File: src/rtl/ser_pkg.sv
// rtl/ser_pkg.sv - shared types and parameter defaults for the serial shifter
package ser_pkg;

    localparam int DEF_DATA_W  = 8;
    localparam int DEF_HOLD_TK = 1;

    typedef enum logic [1:0] {
        IDLE  = 2'd0,
        SHIFT = 2'd1,
        HOLD  = 2'd2
    } state_e;

endpackage

File: src/rtl/ser_shift.sv
// rtl/ser_shift.sv - mode-0 serial shifter paced by external rise/fall ticks
module ser_shift
    import ser_pkg::*;
#(
    parameter int DATA_W  = DEF_DATA_W,
    parameter int HOLD_TK = DEF_HOLD_TK
) (
    input  logic              clk_i,
    input  logic              rst_n_i,
    input  logic              tk_rise_i,
    input  logic              tk_fall_i,
    output logic              tk_en_o,
    input  logic [DATA_W-1:0] data_i,
    input  logic              valid_i,
    output logic              ready_o,
    input  logic              abort_i,
    output logic [DATA_W-1:0] data_o,
    output logic              valid_o,
    output logic              sck_o,
    output logic              sdo_o,
    input  logic              sdi_i,
    output logic              cs_n_o
);

    localparam int CNT_W = $clog2(DATA_W + 1);
    localparam int HC_W  = $clog2(HOLD_TK + 2);
    localparam logic [CNT_W-1:0] LAST_BIT = CNT_W'(DATA_W - 1);
    localparam logic [HC_W-1:0]  HOLD_END = HC_W'(HOLD_TK);

    state_e            state_q, state_d;
    logic [DATA_W-1:0] tx_q, tx_d;
    logic [DATA_W-1:0] rx_q, rx_d;
    logic [CNT_W-1:0]  bit_cnt_q, bit_cnt_d;
    logic [HC_W-1:0]   hold_cnt_q, hold_cnt_d;
    logic              sck_q, sck_d;
    logic              cs_n_q, cs_n_d;
    logic              tk_en_q, tk_en_d;
    logic [DATA_W-1:0] data_q, data_d;
    logic              valid_q, valid_d;

    always_comb begin
        state_d    = state_q;
        tx_d       = tx_q;
        rx_d       = rx_q;
        bit_cnt_d  = bit_cnt_q;
        hold_cnt_d = hold_cnt_q;
        sck_d      = sck_q;
        cs_n_d     = cs_n_q;
        tk_en_d    = tk_en_q;
        data_d     = data_q;
        valid_d    = 1'b0;

        unique case (state_q)
            IDLE: begin
                if (valid_i && !abort_i) begin
                    tx_d       = data_i;
                    bit_cnt_d  = '0;
                    hold_cnt_d = '0;
                    sck_d      = 1'b0;
                    cs_n_d     = 1'b0;
                    tk_en_d    = 1'b1;
                    state_d    = SHIFT;
                end
            end
            SHIFT: begin
                if (abort_i) begin
                    state_d = IDLE;
                    cs_n_d  = 1'b1;
                    sck_d   = 1'b0;
                    tk_en_d = 1'b0;
                end else if (tk_rise_i) begin
                    // rise wins when both ticks land together
                    sck_d = 1'b1;
                    rx_d  = {rx_q[DATA_W-2:0], sdi_i};
                end else if (tk_fall_i) begin
                    sck_d     = 1'b0;
                    tx_d      = {tx_q[DATA_W-2:0], 1'b0};
                    bit_cnt_d = bit_cnt_q + 1'b1;
                    if (bit_cnt_q == LAST_BIT) begin
                        state_d    = HOLD;
                        hold_cnt_d = '0;
                    end
                end
            end
            HOLD: begin
                if (abort_i) begin
                    state_d = IDLE;
                    cs_n_d  = 1'b1;
                    sck_d   = 1'b0;
                    tk_en_d = 1'b0;
                end else if (hold_cnt_q == HOLD_END) begin
                    state_d = IDLE;
                    cs_n_d  = 1'b1;
                    tk_en_d = 1'b0;
                    data_d  = rx_q;
                    valid_d = 1'b1;
                end else if (tk_rise_i) begin
                    hold_cnt_d = hold_cnt_q + 1'b1;
                end
            end
            default: state_d = IDLE;
        endcase
    end

    always_ff @(posedge clk_i) begin
        if (!rst_n_i) begin
            state_q    <= IDLE;
            tx_q       <= '0;
            rx_q       <= '0;
            bit_cnt_q  <= '0;
            hold_cnt_q <= '0;
            sck_q      <= 1'b0;
            cs_n_q     <= 1'b1;
            tk_en_q    <= 1'b0;
            data_q     <= '0;
            valid_q    <= 1'b0;
        end else begin
            state_q    <= state_d;
            tx_q       <= tx_d;
            rx_q       <= rx_d;
            bit_cnt_q  <= bit_cnt_d;
            hold_cnt_q <= hold_cnt_d;
            sck_q      <= sck_d;
            cs_n_q     <= cs_n_d;
            tk_en_q    <= tk_en_d;
            data_q     <= data_d;
            valid_q    <= valid_d;
        end
    end

    assign ready_o = (state_q == IDLE);
    assign sdo_o   = tx_q[DATA_W-1];
    assign tk_en_o = tk_en_q;
    assign data_o  = data_q;
    assign valid_o = valid_q;
    assign sck_o   = sck_q;
    assign cs_n_o  = cs_n_q;

endmodule

File: config.mk
export PLATFORM = sky130hd
export DESIGN_NAME = ser_shift
export DESIGN_NICKNAME = d
export VERILOG_FILES = /design/src/rtl/ser_pkg.sv /design/src/rtl/ser_shift.sv
export SDC_FILE = /design/constraint.sdc
export NUM_CORES = 1
export LEC_CHECK = 0
export ABC_AREA = 1
export CAP_MARGIN = 0
export CORE_MARGIN = 2
export CORE_UTILIZATION = 30
export DETAILED_ROUTE_END_ITERATION = 7
export SYNTH_ARGS = -nofsm -noshare
export SYNTH_HDL_FRONTEND = slang
export SYNTH_SLANG_ARGS = --single-unit
File: constraint.sdc
create_clock -name clk_i -period 1.85 [get_ports clk_i]
set_clock_uncertainty 0.2 [all_clocks]
set_input_delay 0.37 -clock clk_i [delete_from_list [all_inputs] [get_ports clk_i]]
set_output_delay 0.37 -clock clk_i [all_outputs]
set_load 0.01 [all_outputs]
* Yosys cells after proc, flatten, opt, wreduce, memory -nomap -nowiden
Index checks and enable logic that the tools add are counted.
W data, S select, Z words.
** Storage, ports and cells
- Input port bits :: 15
- Bits in registers :: 36
- Output and inout port bits :: 14
** Cells by class
- $add $sub $neg :: 2
- Bitwise operators :: 3
- Multiplexer cells :: 42
- Equal/unequal tests :: 19
- Reductions and logical operators :: 13
** Operators by type and width (number)
- $mux W8 :: 4
- $mux W2 :: 15
- $ne A2 B2 Y1 const B :: 9
- $mux W4 :: 4
- $pmux W8 S2 :: 1
- $mux W1 :: 12
- $ne A3 B3 Y1 const B :: 4
- $pmux W2 S3 :: 2
- $reduce_and A5 Y1 :: 2
- $pmux W1 S3 :: 3
- $reduce_and A9 Y1 :: 1
- $pmux W4 S2 :: 1
- $reduce_and A4 Y1 :: 2
- $reduce_and A3 Y1 :: 2
- $add A4 B1 Y4 const B :: 1
- $eq A2 B1 Y1 const B :: 2
- $eq A4 B3 Y1 const B :: 1
- $ne A4 B4 Y1 const B :: 1
- $not A1 Y1 :: 3
- $reduce_bool A3 Y1 :: 1
- $reduce_or A3 Y1 :: 1
- $add A2 B1 Y2 const B :: 1
- $eq A2 B2 Y1 const B :: 1
- $logic_not A2 Y1 :: 1
- 4 further kinds :: 4

* Logic depth before layout (Yosys ltp)
Gate-level depths: netlist (run 1).
- Depth after elaboration :: 6
- Depth in mapped cells :: 12

* Least setup slack after synthesis (run 1)
Ideal clock, no wire load.
- Kind :: register to register
- From :: register state_q[1]
- To :: register bit_cnt_q[0]
- Library setup time :: 120 ps
- Arrival :: 1341 ps
- Period minus slack after synthesis :: 1661 ps
- Required time :: 1530 ps
- Path buffers :: 2
- Cell stages (with the launch flop) :: 11
- Path slack :: 189 ps
- Cells stage by stage :: dfxtp_1 > inv_1 > ha_1 > buf_6 > inv_8 > nor2_4 > nor2_4 > nand3_4 > buf_8 > nand2_1 > a21oi_1
** Between the ends
- Longest elaborated chain between the ends :: 3
** Ends and longest elaborated chain
- from (decl) :: line ser_shift.sv:30 : state_e state_q, state_d;
- from (signal assigned) :: line ser_shift.sv:118 : state_q <= state_d;
- $eq A2 B1 Y1 / $logic_not A2 Y1 (equally long branches) :: line ser_shift.sv:53 : unique case (state_q)
- $ne A2 B2 Y1 (no line), or another cell as far along
- $reduce_and A5 Y1 (no line)
- to (signal assigned) :: line ser_shift.sv:121 : bit_cnt_q <= bit_cnt_d;
- to (decl) :: line ser_shift.sv:33 : logic [CNT_W-1:0] bit_cnt_q, bit_cnt_d;
Parallel ways exist; a longest one is shown, timed or not.
A chain may end at the register's enable or synchronous reset.

* Worst setup path after layout (run 1)
- From :: register state_q[0]
- To :: output ready_o
** Between the ends
- Longest elaborated chain between the ends :: 1
** Ends and longest elaborated chain
- $logic_not A2 Y1 :: line ser_shift.sv:131 : assign ready_o = (state_q == IDLE);
- to (decl) :: line ser_shift.sv:15 : output logic ready_o,
No other way between the ends.

==> results of run 1 <==
## per-layer routing
metal,track usage (%),vias to the layer above,share of wire (%)
li1,-,854,-
met1,16.94,701,47
met2,19.50,49,43
met3,2.921,7,7.5
met4,6.102,0,1.9
met5,0,-,0
## area by class of cell
| class | count | area (µm²) | area share, % |
|---|---|---|---|
| clock buffers | 7 | 86.33 | 3.694 |
| clock inverters | 1 | 7.507 | 0.3212 |
| inverters | 32 | 130.1 | 5.567 |
| multi-input cells | 163 | 864.6 | 36.99 |
| flip-flops and latches | 36 | 724.4 | 31.00 |
| well taps | 72 | 90.09 | 3.854 |
| repair buffers | 47 | 434.2 | 18.58 |
## what timing repair did
item | 4_1_cts | 5_1_grt
gates cloned | 0 | 1
setup endpoints to repair | 2 | 15
pin swaps | 0 | 5
gates resized for setup | 2 | 8
setup buffers | 0 | 4
## where the power goes
| part | switching, mW | leakage [nW] | total, mW | internal [mW] |
|---|---|---|---|---|
| combinational | 0.513 | 0.593 | 0.906 | 0.393 |
| clock | 0.281 | 0.0445 | 0.584 | 0.303 |
| sequential | 0.0511 | 0.293 | 0.926 | 0.875 |
| total | 0.846 | 0.931 | 2.42 | 1.57 |
## synthesized netlist by cell type
| library cell | count |
|---|---|
| o21ai_0 | 21 |
| nand3_2 | 1 |
| clkinv_2 | 1 |
| o21ai_1 | 1 |
| ha_1 | 9 |
| a21oi_2 | 1 |
| buf_2 | 3 |
| buf_8 | 1 |
| nand4_1 | 2 |
| nand3_1 | 14 |
| buf_6 | 1 |
| nor4_1 | 1 |
| nor2_2 | 1 |
| inv_2 | 1 |
| nor2_1 | 11 |
| nand2_2 | 4 |
| xor2_1 | 1 |
| or2_2 | 1 |
| inv_8 | 1 |
| nand2_1 | 59 |
| clkbuf_1 | 1 |
| clkinv_1 | 2 |
| nor2_4 | 2 |
| nand3_4 | 1 |
| inv_1 | 27 |
| a21oi_1 | 31 |
| dfxtp_1 | 36 |
| o211ai_1 | 1 |
## per-stage QoR
stage | total power, mW | cell area [µm²] | hold WS, ps | utilization (%) | setup WS [ps]
after floorplan | 1.489 | 1737 | 224.7 | - | 188.8
after global placement | 1.714 | 2175 | 234.1 | 39.25 | -55.06
after detailed placement | 1.719 | 2175 | 237.4 | 39.25 | -104.0
after CTS | 2.306 | 2268 | 248.7 | 40.94 | 13.01
after global routing | 2.603 | 2337 | 265.0 | 42.19 | -8.280
final | 2.416 | 2337 | 243.7 | 42.19 | 104.2
## logic make-up after synthesis
group	Yosys count	synth area share [%]
adder cells (fa/ha/maj)	9	6.484
AO/OA/AOI/OAI	55	16.21
XOR/XNOR	1	0.5044
AND/OR/NAND/NOR	97	25.29
buffers and inverters	38	10.01
flip-flops	36	41.50
## worst min-delay path by stage
stage                     cells after the start  slack, ps         to      start
after floorplan                               2        220    tx_q[1]    tx_q[1]
after global placement                        2        230    tx_q[4]    tx_q[4]
after detailed placement                      2        240  data_o[5]  data_o[5]
after CTS                                     2        250  data_o[5]  data_o[5]
after global routing                          2        270  data_o[1]  data_o[1]
final                                         2        240  data_o[5]  data_o[5]
## tightest hold or removal path, cell delays in order (launching register included)
cell,delay [ps]
dfxtp_1,310
inv_1,50
a21oi_1,50
## flip-flops by register name (all words and copies together) (netlist names)
signal	cells
rx_q	8
tk_en_o	1
hold_cnt_q	2
sck_o	1
bit_cnt_q	4
state_q	2
cs_n_o	1
tx_q	8
data_o	8
valid_o	1
==> impl_results.md, run 1 <==
* Status: finished clean
* Required time of the critical path at 1280 ps
* Cts bufs inserted at 5
* GP Congestion at 0.8666
* Hold buffers post-CTS at 0
* Buffers & Inverters on Critical Path at 2
* Slowest-stage cell, CP: dfxtp_4
* Via/cell ratio at 4.500
* Num Clock Sinks at 36
* Worst path depth at 3
* GRT Total Usage at 12.77%
* H-tree depth at 2
* Routed WL per cell at 10.81 µm
* Highest-count cells in the layout ignoring fill and taps: nand2_1 (59), dfxtp_1 (35), a21oi_1 (31), clkdlybuf4s50_1 (27), inv_1 (26)
* Critical Path End: ready_o
* Ant diodes at 0
* Final setup viols at 0
* RR Startpoint: state_q[0]
* Synth Warn # at 0
* Commonest non-fill, non-tap cell in the layout: nand2_1
* Tcrit/Tclk final at 94.37%
* Io pins at 29
* Nets@finish at 309
* Final ANT Viol Nets at 0
* Max-Cap Viols at 0
* Post-DP HPWL at 2.633 mm
* Critical path launch point type: flop
* Layout fillers at 592
* Number of global-route vias before repair at 1394
* Initial antenna violation count at 0
* Register area share after synthesis at 41.50%
* Core area at 5540 µm²
* Crit-path max cell delay at 380 ps
* Dominant cell type by area after synthesis: dfxtp_1
* First-pass GRT wire length at 6.341 mm
* Worst skew pair latency at 290 ps
* Reg2Reg Setup Slack at 140 ps
* I/O Buffers at 28
* Worst Path Max Fanout at 5
* Cell Rows at 27
* Dpl cells at 345
* Final hold vios at 0
* Layout Cells excl Fill at 358
* Top cell type's share of synthesized area at 41.50%
* Share of layout cells above drive strength 1 at 16.08%
* CP arrival at 1180 ps
* Worst hold path type: reg -> reg
* Root Buffer: clkbuf_8
* Largest net degree at the start of global routing at 20
* Reg2reg path depth at 9
* Setup Crit Path Kind: reg -> out
* Post-layout minimum cycle time at 1746 ps
* Synth unique cells at 28
* Top cells by area, synth: dfxtp_1 (41%), nand2_1 (13%), a21oi_1 (8.9%)
* Mapped Cells at 236
* Die Ht at 80.09 µm
* Mapped cell area at 1737 µm²
* CTS tree: built
* Slew Limit Fails at 0
* Tightest Pin Transition at 242.5 ps
* Family with the most delay on the worst path: flip-flops
* Die X at 80.09 µm
* Die ar. at 6414 µm²
* Clk slew on worst S/H paths at 70 ps
* Power density cells at 1034 nW/µm²
* Setup crit start: state_q[0]
* Number of iterations in the first detailed-routing pass at 4
* CP Capture Type: output port
* Initial Utilization at 31.35%
* Via Count at 1611
* Setup TNS at 0 ps
* Rel. slew slack at 83.68%
* Yosys reg bits at 36
* Worst vdd ir at 0.0004191 V
* P&R area growth vs syn at 34.58%
* Final wirelength at 3.870 mm
* Leak at 0.9308 nW
* R2r endpoint: bit_cnt_q[0]
* Max Freq at 572.8 MHz
* Syn_area_per_cell at 7.359 µm²
* Detailed-route DRC error count at 0
* DRT iter0 DRCs at 89
* Cell Chain, Critical Path: inv_2 -> ha_2 -> dlygate4sd2_1
* Syn_nets at 260
* GR Overflow Total at 0
* Clock Path Buffers at 2
No activity file was read; power rests on OpenSTA's default activity.
==> run 2: changes to the inputs <==
--- a/config.mk
+++ b/config.mk
@@ -10,6 +10,8 @@
 export CORE_MARGIN = 2
 export CORE_UTILIZATION = 30
 export DETAILED_ROUTE_END_ITERATION = 7
+export DONT_BUFFER_PORTS = 1
+export PLACE_DENSITY = 0.48
 export SYNTH_ARGS = -nofsm -noshare
 export SYNTH_HDL_FRONTEND = slang
 export SYNTH_SLANG_ARGS = --single-unit
==> impl_results.md, run 2 (synthesized netlist as in run 1, its figures left out) <==
* Tightest Pin Transition at 350.8 ps
* Setup crit start: state_q[0]
* Crit-path max cell delay at 340 ps
* Sequential share of power at 40.7%
* Hold Crit Start: rst_n_i
* Final ANT Viol Nets at 0
* Net Switching at 0.7651 mW
* Post-layout minimum cycle time at 1769 ps
* Power density cells at 1148 nW/µm²
* Worst skew pair latency at 280 ps
* CP Capture Type: output port
* RSZ-0062 raised after global routing: false
* Number of iterations in the first detailed-routing pass at 6
* First-pass GRT wire length at 6.134 mm
* Largest net degree at the start of global routing at 20
* Worst Path Max Fanout at 5
* Final hold vios at 0
* Share of layout cells above drive strength 1 at 12.85%
* Post-DP Area at 1854 µm²
* Sw frac at 33.45%
* Int Pwr at 1.522 mW
* Initial Utilization at 31.35%
* Highest-count cells in the layout ignoring fill and taps: nand2_1 (59), dfxtp_1 (35), a21oi_1 (31), inv_1 (27), o21ai_0 (21)
* GRT Total Usage at 12.35%
* Required time of the critical path at 1280 ps
* Worst vdd ir at 0.0005253 V
* Ant diodes at 0
* Nets@finish at 272
* P&R area growth vs syn at 14.77%
* GP Congestion at 0.8019
* Max Freq at 565.1 MHz
* Via/cell ratio at 4.548
* Cell Chain, Critical Path: inv_1 -> ha_1 -> buf_4
* Clock power share at 29.6%
* Num Clock Sinks at 36
* DRT iter0 DRCs at 67
* Status: finished clean
* Die ar. at 6414 µm²
* Setup TNS at 0 ps
* Critical path launch point type: flop
* Worst hold path type: in -> reg
* Cts bufs inserted at 5
* RR Startpoint: state_q[0]
* H-tree depth at 2
* Clk slew on worst S/H paths at 70 ps
* Commonest non-fill, non-tap cell in the layout: nand2_1
* Die Ht at 80.09 µm
* Die X at 80.09 µm
* Setup Crit Path Kind: reg -> out
* Post-Layout Inst Area at 1993 µm²
* Cell Rows at 27
* Io pins at 29
* Leak at 0.7954 nW
* Final core utilization at 35.98%
* Clock Path Buffers at 2
* I/O Buffers at 0
* Max-Cap Viols at 0
* Root Buffer: clkbuf_8
* Slowest-stage cell, CP: dfxtp_2
* Layout fillers at 626
* Routed WL per cell at 11.37 µm
* Tcrit/Tclk final at 95.65%
* Rel. slew slack at 76.47%
* CP arrival at 1200 ps
* Initial antenna violation count at 0
* CTS tree: built
* Logic pwr share at 29.7%
* Post-DP HPWL at 2.675 mm
* Via Count at 1460
* Number of global-route vias before repair at 1334
* Final wirelength at 3.649 mm
* GR Overflow Total at 0
* Slew Limit Fails at 0
* Final setup viols at 0
* Detailed-route DRC error count at 0
* Core area at 5540 µm²
* Hold WS at 15.89 ps
[run 2: changes by cell type in the layout (fill, tap and decap cells not counted), moves of 2 or more]
cell,before,now
buf_4,18,8
clkinv_2,0,2
clkdlybuf4s50_1,27,0
dlygate4sd3_1,0,2
[run 2: worst max-delay path: cells and delay by family (launching register included)]
family,cells,cell delay (ps)
DFF,1,340
adders and majority gates,1,300
buffers and inverters,2,270
[run 2: metal layers]
metal	GRT usage, %	part of all wire [%]
met1	16.27	49
met5	0	0
met2	18.50	43
met4	5.085	1.4
met3	4.045	6.1
[run 2: final cells by class]
class                   count  area [µm²]  share of cell area [%]
multi-input cells         162       844.6                   42.37
flip-flops and latches     36       721.9                   36.22
inverters                  32       128.9                   6.466
repair buffers             11       100.1                   5.022
well taps                  72       90.09                   4.520
clock buffers               6       72.57                   3.641
clock inverters             2       35.03                   1.758
[run 2: power groups by stage]
stage / Combinational (mW) / Sequential, mW / Clock (mW)
2_1_floorplan: 0.551 / 0.938 / 0
3_3_place_gp: 0.671 / 0.949 / 0
3_5_place_dp: 0.664 / 0.948 / 0
4_1_cts: 0.670 / 0.930 / 0.713
5_1_grt: 0.789 / 0.943 / 0.737
6_report: 0.680 / 0.931 / 0.677
[run 2: worst paths after layout]
path	slack (ps)	cells past startpoint	endpoint
worst max-delay path	80	3	ready_o
worst min-delay path	20	2	data_o[7]
worst max register to register	140	8	bit_cnt_q[0]
worst min register to register	250	2	tx_q[1]
[run 2: metrics by stage]
stage | cells | power [mW] | setup WS [ps]
final | 321 | 2.288 | 80.54
after global routing | 321 | 2.469 | 2.574
after CTS | 320 | 2.313 | 0.1347
after detailed placement | 310 | 1.612 | 57.00
after global placement | 310 | 1.619 | 91.96
after floorplan | 236 | 1.489 | 188.8
[run 2: repair_timing]
item / CTS / global route
resized for setup: 0 / 2
buffers inserted: 0 / 1
endpoints found under the hold margin: 4 / 0
endpoints found under the setup margin: 0 / 13
hold buffers: 2 / 0
